===== config.mk =====
export PLATFORM = sky130hd
export DESIGN_NAME = pipe_adder_flat
export DESIGN_NICKNAME = d
export VERILOG_FILES = /design/src/rtl/pipe_adder_if.sv /design/src/rtl/pipe_adder.sv /design/src/flat_wrapper.sv
export SDC_FILE = /design/constraint.sdc
export NUM_CORES = 1
export LEC_CHECK = 0
export BUFFER_PORTS_ARGS = -buffer_cell sky130_fd_sc_hd__buf_2
export CORE_MARGIN = 2
export CORE_UTILIZATION = 35
export DETAILED_ROUTE_END_ITERATION = 8
export MAX_ROUTING_LAYER = met4
export PLACE_DENSITY = 0.53
export SLEW_MARGIN = 20
export SYNTH_ARGS = -nofsm -noshare
export SYNTH_HDL_FRONTEND = slang
export SYNTH_SLANG_ARGS = --single-unit

===== constraint.sdc =====
create_clock -name clk -period 8.16 [get_ports clk]
set_input_delay 0.816 -clock clk [delete_from_list [all_inputs] [get_ports clk]]
set_output_delay 0.816 -clock clk [all_outputs]
set_load 0.02 [all_outputs]

===== src/rtl/pipe_adder_if.sv =====
// pipe_adder_if: operand/result handshake bundle for pipe_adder.
//   in_valid/in_ready : operand beat handshake (a, b, cin, sub travel with it)
//   out_valid/out_ready : result handshake (sum, cout, ovf travel with it)
// master: the producer/consumer side (testbench or surrounding datapath).
// slave : the adder itself.
interface pipe_adder_if #(
  parameter int WIDTH = 32
);
  logic             in_valid;
  logic             in_ready;
  logic [WIDTH-1:0] a;
  logic [WIDTH-1:0] b;
  logic             cin;
  logic             sub;
  logic             out_valid;
  logic             out_ready;
  logic [WIDTH-1:0] sum;
  logic             cout;
  logic             ovf;

  modport master (
    output in_valid, a, b, cin, sub, out_ready,
    input  in_ready, out_valid, sum, cout, ovf
  );

  modport slave (
    input  in_valid, a, b, cin, sub, out_ready,
    output in_ready, out_valid, sum, cout, ovf
  );
endinterface


===== src/rtl/pipe_adder.sv =====
// pipe_adder: pipelined WIDTH-bit add/subtract unit.
//   clk  : clock, rising edge
//   rst  : synchronous active-high reset, flushes every in-flight beat
//   bus  : pipe_adder_if.slave carrying operands (a, b, cin, sub) with
//          in_valid/in_ready and results (sum, cout, ovf) with
//          out_valid/out_ready.
// The carry chain is split into STAGES segments of CHUNK bits. Segment k adds
// chunk k using the carry registered by segment k-1; operands and the partial
// sum ride along with the beat so every chunk reaches the last register
// together. The last segment register is the output register, so a beat
// accepted at edge t is presented after edge t+STAGES-1.
module pipe_adder #(
  parameter int WIDTH  = 32,
  parameter int STAGES = 4
) (
  input  logic          clk,
  input  logic          rst,
  pipe_adder_if.slave   bus
);
  localparam int CHUNK = WIDTH / STAGES;

  logic [WIDTH-1:0]  a_q   [STAGES];
  logic [WIDTH-1:0]  a_d   [STAGES];
  logic [WIDTH-1:0]  bp_q  [STAGES];
  logic [WIDTH-1:0]  bp_d  [STAGES];
  logic [WIDTH-1:0]  sum_q [STAGES];
  logic [WIDTH-1:0]  sum_d [STAGES];
  logic [STAGES-1:0] valid_q;
  logic [STAGES-1:0] valid_d;
  logic [STAGES-1:0] carry_q;
  logic [STAGES-1:0] carry_d;
  logic              ovf_q;
  logic              ovf_d;

  logic              advance_s;
  logic [WIDTH-1:0]  a_src_s;
  logic [WIDTH-1:0]  b_src_s;
  logic [WIDTH-1:0]  s_src_s;
  logic              c_src_s;
  logic              v_src_s;
  logic [CHUNK:0]    chunk_s;

  // Segment adders and next-state for every pipeline register.
  always_comb begin
    // The whole pipeline moves as one unit unless the output is held.
    advance_s = bus.out_ready | ~valid_q[STAGES-1];
    // Segment 0 sources: effective operands; subtract is A + ~B + ~cin.
    a_src_s   = bus.a;
    b_src_s   = bus.sub ? ~bus.b : bus.b;
    c_src_s   = bus.sub ? ~bus.cin : bus.cin;
    s_src_s   = {WIDTH{1'b0}};
    v_src_s   = bus.in_valid;
    chunk_s   = {(CHUNK+1){1'b0}};
    ovf_d     = 1'b0;
    for (int k = 0; k < STAGES; k++) begin
      chunk_s = {1'b0, a_src_s[k*CHUNK +: CHUNK]}
              + {1'b0, b_src_s[k*CHUNK +: CHUNK]}
              + {{CHUNK{1'b0}}, c_src_s};
      a_d[k]                      = a_src_s;
      bp_d[k]                     = b_src_s;
      sum_d[k]                    = s_src_s;
      sum_d[k][k*CHUNK +: CHUNK]  = chunk_s[CHUNK-1:0];
      carry_d[k]                  = chunk_s[CHUNK];
      valid_d[k]                  = v_src_s;
      // Carry into the MSB is recovered as sum ^ a ^ b at that bit. Every
      // iteration overwrites this; only the last segment (which holds the
      // MSB) survives.
      ovf_d = chunk_s[CHUNK] ^ chunk_s[CHUNK-1]
            ^ a_src_s[WIDTH-1] ^ b_src_s[WIDTH-1];
      // Next segment consumes what this segment registered.
      a_src_s = a_q[k];
      b_src_s = bp_q[k];
      s_src_s = sum_q[k];
      c_src_s = carry_q[k];
      v_src_s = valid_q[k];
    end
  end

  // Pipeline registers: flush on reset, advance together, otherwise hold.
  always_ff @(posedge clk) begin
    if (rst) begin
      for (int k = 0; k < STAGES; k++) begin
        a_q[k]   <= {WIDTH{1'b0}};
        bp_q[k]  <= {WIDTH{1'b0}};
        sum_q[k] <= {WIDTH{1'b0}};
      end
      valid_q <= {STAGES{1'b0}};
      carry_q <= {STAGES{1'b0}};
      ovf_q   <= 1'b0;
    end else if (advance_s) begin
      for (int k = 0; k < STAGES; k++) begin
        a_q[k]   <= a_d[k];
        bp_q[k]  <= bp_d[k];
        sum_q[k] <= sum_d[k];
      end
      valid_q <= valid_d;
      carry_q <= carry_d;
      ovf_q   <= ovf_d;
    end else begin
      for (int k = 0; k < STAGES; k++) begin
        a_q[k]   <= a_q[k];
        bp_q[k]  <= bp_q[k];
        sum_q[k] <= sum_q[k];
      end
      valid_q <= valid_q;
      carry_q <= carry_q;
      ovf_q   <= ovf_q;
    end
  end

  assign bus.in_ready  = advance_s;
  assign bus.out_valid = valid_q[STAGES-1];
  assign bus.sum       = sum_q[STAGES-1];
  assign bus.cout      = carry_q[STAGES-1];
  assign bus.ovf       = ovf_q;
endmodule

===== src/flat_wrapper.sv =====
// flat-port wrapper written by rule: the top's interface ports become plain ports
module pipe_adder_flat 
#(
  parameter int WIDTH  = 32,
  parameter int STAGES = 4
)
  (clk, rst, bus_in_valid, bus_a, bus_b, bus_cin, bus_sub, bus_out_ready, bus_in_ready, bus_out_valid, bus_sum, bus_cout, bus_ovf);
  pipe_adder_if #(.WIDTH(WIDTH)) bus_i ();
  input  logic clk;
  input  logic rst;
  input wire logic [$bits(bus_i.in_valid)-1:0] bus_in_valid;
  input wire logic [$bits(bus_i.a)-1:0] bus_a;
  input wire logic [$bits(bus_i.b)-1:0] bus_b;
  input wire logic [$bits(bus_i.cin)-1:0] bus_cin;
  input wire logic [$bits(bus_i.sub)-1:0] bus_sub;
  input wire logic [$bits(bus_i.out_ready)-1:0] bus_out_ready;
  output wire logic [$bits(bus_i.in_ready)-1:0] bus_in_ready;
  output wire logic [$bits(bus_i.out_valid)-1:0] bus_out_valid;
  output wire logic [$bits(bus_i.sum)-1:0] bus_sum;
  output wire logic [$bits(bus_i.cout)-1:0] bus_cout;
  output wire logic [$bits(bus_i.ovf)-1:0] bus_ovf;
  assign bus_i.in_valid = bus_in_valid;
  assign bus_i.a = bus_a;
  assign bus_i.b = bus_b;
  assign bus_i.cin = bus_cin;
  assign bus_i.sub = bus_sub;
  assign bus_i.out_ready = bus_out_ready;
  assign bus_in_ready = bus_i.in_ready;
  assign bus_out_valid = bus_i.out_valid;
  assign bus_sum = bus_i.sum;
  assign bus_cout = bus_i.cout;
  assign bus_ovf = bus_i.ovf;
  pipe_adder #(.WIDTH(WIDTH), .STAGES(STAGES)) u_core (.clk(clk), .rst(rst), .bus(bus_i));
endmodule

# After elaboration in Yosys (flattened, before gate mapping)
# Memories as Yosys holds them, arrays and structs flattened.
# Index checks and enable logic that the tools add are counted.
# classes
n_addsub	8
n_eq_ne	1
mux	34
bitwise_logic	31
n_reduce_logical	1
# op_table
operator	count
$mux W32	25
$add A8 B8 Y9	4
$add A9 B1 Y9	4
$not A32 Y32	1
$or A1 B1 Y1	25
$mux W1	9
$xor A1 B1 Y1	3
$not A1 Y1	2
$reduce_and A2 Y1	1
$ne A0 B0 Y1	1
# word_totals
reg_bits	9
mem_bits_rw	384
inputBits	70
out_inout_bits	36
elab_cells	81
memories	3
# mem_list
memory	words	width	rd	rd_clocked_by_memory_dff	write_ports	line	source
u_core.a_q	4	32	3	0	4	pipe_adder.sv:22	logic [WIDTH-1:0] a_q [STAGES];
u_core.bp_q	4	32	3	0	4	pipe_adder.sv:24	logic [WIDTH-1:0] bp_q [STAGES];
u_core.sum_q	4	32	4	0	4	pipe_adder.sv:26	logic [WIDTH-1:0] sum_q [STAGES];

# Logic depth before layout (Yosys ltp)
# logic_depth
ltp_word	7
depth_mapped	11
depth_no_buf	10

# Least setup slack after synthesis
# Ideal clock, no wire load.
# synth_timing
path_type	in2reg
startpoint	in rst
endpoint	mem u_core.a_q[0][10], enable pin
setup_time_ns	0.567
arrival_ns	5.720
required_time_ns	7.593
path_slack_ns	1.874
path_stages	4
path_buffers	3
path_cell_list	clkbuf_1 -> buf_6 -> clkbuf_1 -> nand2b_1
# synth_lines
item	line	source
from (decl)	flat_wrapper.sv:10	input logic rst;
to (decl)	pipe_adder.sv:22	

==> flow_results.xml <==
<?xml version="1.0" encoding="UTF-8"?>
<metrics>
  <group name="outcome">
    <metric name="outcome" unit="">complete, no violations</metric>
  </group>
  <group name="cells_and_area">
    <metric name="drive_above_1_share" unit="">0.2047</metric>
    <metric name="layout.cells.non_filler" unit="">1046</metric>
    <metric name="syn2layout_area_growth" unit="%">18.65</metric>
    <metric name="final_nets" unit="">816</metric>
  </group>
  <group name="floorplan">
    <metric name="core_region_area" unit="sq um">23330</metric>
    <metric name="top_level_ports" unit="">106</metric>
    <metric name="chipHeight" unit="microns">157.5</metric>
    <metric name="initial_core_util" unit="">0.3536</metric>
    <metric name="die_span_in_x" unit="microns">157.5</metric>
    <metric name="floorplan_row_count" unit="">56</metric>
    <metric name="die_area" unit="sq um">24820</metric>
  </group>
  <group name="setup_path">
    <metric name="slowest_delay" unit="ns">0.86</metric>
    <metric name="worst_path_max_delay_cell" unit="">buf_4</metric>
    <metric name="worst_setup_path_class" unit="">in -&gt; reg</metric>
    <metric name="critical_path.cell_chain" unit="">buf_4, nand2b_4, buf_4, buf_4</metric>
    <metric name="worst_path_maximum_fanout" unit="">82</metric>
    <metric name="cp_num_buf_inv" unit="">3</metric>
    <metric name="worst_path_arrival_time" unit="ns">3.40</metric>
    <metric name="path_depth" unit="">4</metric>
    <metric name="type_of_element_launching_the_critical_path" unit="">input port</metric>
    <metric name="top_cell_family_by_delay_on_the_critical_path" unit="">buffers and inverters</metric>
    <metric name="worst_r2r_path_depth" unit="">5</metric>
    <metric name="wp_data_required" unit="ns">8.20</metric>
    <metric name="critical_path.endpoint_type" unit="">register</metric>
    <metric name="cp_common_cell" unit="">buf_4</metric>
  </group>
  <group name="synth">
    <metric name="post_synth_instance_area" unit="sq um">8250</metric>
    <metric name="ys.warnings.count" unit="">0</metric>
    <metric name="syn-instance-count" unit="">606</metric>
    <metric name="synth_cell_type_count" unit="">39</metric>
    <metric name="synth-edff-count" unit="">176</metric>
    <metric name="post_synth_most_frequent_cells" unit="">edfxtp_1 (176), nor2b_1 (73), and2_1 (58)</metric>
    <metric name="synth_top_area_frac" unit="">0.6406</metric>
    <metric name="yosys.cell_count.top_type" unit="">edfxtp_1</metric>
    <metric name="top_reg_cell_synth" unit="">edfxtp_1</metric>
    <metric name="post_synth.cell_area_avg" unit="sq um">13.61</metric>
    <metric name="synthTopCellsByArea" unit="">edfxtp_1 (64%), nor2b_1 (5.5%), and2_1 (4.4%), ha_1 (4.2%), xnor2_1 (3.8%)</metric>
    <metric name="synthDominantAreaCellType" unit="">edfxtp_1</metric>
    <metric name="synth-seq-cells" unit="">185</metric>
    <metric name="synth_async_sr_flop_share" unit="">0</metric>
    <metric name="synth.yosys.seq_area_share" unit="">0.6624</metric>
    <metric name="synth_nets" unit="">712</metric>
  </group>
  <group name="detailed_routing">
    <metric name="dr_total_vias" unit="">4555</metric>
    <metric name="met1Wirelength" unit="microns">5905</metric>
    <metric name="met3_wirelength" unit="microns">500</metric>
    <metric name="highest_layer" unit="">met4</metric>
    <metric name="wl_met2" unit="microns">6750</metric>
    <metric name="drt_iter0_markers" unit="">182</metric>
    <metric name="avgViaCountPerCell" unit="">4.355</metric>
    <metric name="wire_per_inst" unit="microns">13.13</metric>
    <metric name="routed_wirelength" unit="microns">13730</metric>
    <metric name="drt_pass1_iterations" unit="">4</metric>
    <metric name="antenna_violating_nets_post_route" unit="">0</metric>
    <metric name="route.detailed.drc" unit="">0</metric>
  </group>
  <group name="placement">
    <metric name="dp_hpwl" unit="microns">9284</metric>
    <metric name="place_congestion" unit="">0.8010</metric>
    <metric name="portBuffers" unit="">105</metric>
    <metric name="place.detailed.instances" unit="">1009</metric>
  </group>
  <group name="global_route">
    <metric name="grt_start_max_net_pins" unit="">83</metric>
    <metric name="grt_first_pass_wirelength" unit="microns">21850</metric>
    <metric name="gr-total-overflow" unit="">0</metric>
    <metric name="grt.total_usage" unit="">0.1183</metric>
    <metric name="grt_pass1_vias" unit="">4487</metric>
    <metric name="grt_antenna_before_repair" unit="">4</metric>
  </group>
  <group name="power">
    <metric name="power-per-cell-area" unit="nW/um^2">225.7</metric>
    <metric name="static-leakage-power" unit="nW">4.151</metric>
    <metric name="power_frac_comb" unit="">0.088</metric>
    <metric name="seq_power_share" unit="">0.510</metric>
    <metric name="p_sw" unit="mW">0.4660</metric>
    <metric name="power.switching_fraction" unit="">0.2109</metric>
    <metric name="ir_worst_vdd" unit="uV">107.4</metric>
    <metric name="pwr-share-clk" unit="">0.402</metric>
    <metric name="int_power" unit="mW">1.743</metric>
  </group>
  <group name="clocking">
    <metric name="clk_path_buf_depth" unit="">2</metric>
    <metric name="cts.reportedPaths.clkPinSlew" unit="ns">0.07</metric>
    <metric name="clk-insertion-delay-late" unit="ns">0.43</metric>
    <metric name="tritoncts" unit="">done</metric>
    <metric name="cts_root_buf" unit="">clkbuf_16</metric>
    <metric name="cts.sinks" unit="">185</metric>
    <metric name="htree_levels" unit="">4</metric>
    <metric name="cts_repair_resize_count" unit="">0</metric>
    <metric name="setup_repair_bufs_after_cts" unit="">0</metric>
    <metric name="cts-buffers-inserted" unit="">17</metric>
    <metric name="cts_hold_buffers" unit="">0</metric>
  </group>
  <group name="timing">
    <metric name="worstMarginPinSlew" unit="ns">1.025</metric>
    <metric name="grt_setup_unrepaired" unit="">no</metric>
    <metric name="post-route-period-util" unit="">0.4108</metric>
    <metric name="final_hold_violations" unit="">0</metric>
    <metric name="fin_tns_setup" unit="ns">0</metric>
    <metric name="clock.fmax" unit="GHz">0.2983</metric>
    <metric name="finalWorstPathRequiredPeriod" unit="ns">3.352</metric>
    <metric name="fin_hold_ws" unit="ns">0.4543</metric>
    <metric name="setup_violations" unit="">0</metric>
    <metric name="maxSlewHeadroom" unit="">0.3166</metric>
    <metric name="final-max-slew-violation-count" unit="">0</metric>
    <metric name="worst_clock_skew" unit="ns">0.006990</metric>
  </group>
  <group name="min_path">
    <metric name="worstHoldPathCells" unit="">2</metric>
    <metric name="hp-class" unit="">reg -&gt; reg</metric>
  </group>
  <group name="job">
    <metric name="maxCapViolations" unit="">0</metric>
  </group>
</metrics>
## per-stage QoR
stage               power (mW)  area, sq um  utilization  setup slack [ns]
floorplan                1.282         8250            -             1.874
CTS                      2.235         9752       0.4180             4.748
global route             2.299         9789       0.4196             4.581
detailed placement       1.343         9106       0.3903             4.291
finish                   2.209         9789       0.4196             4.808
global placement         1.337         9106       0.3903             4.376
## final timing paths
| check | endpoint | slack, ns | from |
|---|---|---|---|
| min reg2reg | u_core.valid_q[0] | 0.45 | u_core.valid_q[0] |
| max | u_core.sum_q[1][1] | 4.81 | rst |
| min | u_core.valid_q[0] | 0.45 | u_core.valid_q[0] |
| max reg2reg | u_core.sum_q[1][1] | 5.12 | u_core.valid_q[3] |
## tightest hold or removal path, cell delays in order (launching register included)
cell	delay [ns]
dfxtp_1	0.31
nand2_1	0.05
a21oi_1	0.05
## state kept, by name, indices dropped and copies added, names as in the netlist
signal          flops
u_core.a_q         48
u_core.bp_q        48
u_core.bus.ovf      1
u_core.carry_q      4
u_core.sum_q       80
u_core.valid_q      4
## cell type report
| class | instances | area, sq um |
|---|---|---|
| antenna | 4 | 10.01 |
| multi-input combinational | 373 | 2594 |
| clock inverter | 15 | 220.2 |
| sequential | 185 | 5465 |
| tap | 319 | 399.1 |
| clock buffer | 17 | 425.4 |
| timing repair buffer | 111 | 593.1 |
| fill | 2199 | 13540 |
| inverter | 22 | 82.58 |
## layer usage
metal / track usage / vias up
met4: 0.06797 / 0
met2: 0.1923 / 95
met3: 0.02506 / 36
li1: - / 2312
met1: 0.1360 / 2112
met5: - / -
## power groups by stage
stage / clock network (mW) / logic [mW] / registers, mW
global placement: 0 / 0.190 / 1.15
floorplan: 0 / 0.127 / 1.15
detailed placement: 0 / 0.196 / 1.15
CTS: 0.912 / 0.197 / 1.13
finish: 0.889 / 0.195 / 1.13
global route: 0.948 / 0.220 / 1.13
## layout by cell type, fill, tap and decap left out, types with 10 or more instances in the layout
cell         n
nor3_1      16
clkbuf_16   17
inv_1       22
a21oi_1     18
buf_2      104
o21a_1      10
xor2_1      12
nor2_1      53
xnor2_1     36
ha_1        28
nor2b_1     73
nand2_1     15
and2_1      58
edfxtp_1   176
## logic make-up after synthesis
logic type      share of synthesized area
compound gates                    0.04595
xor+xnor                          0.05368
fa+ha+maj                         0.06187
buf+inv                           0.02502
flops                              0.6624
simple gates                       0.1510
Power figures use the tool's default switching activity.
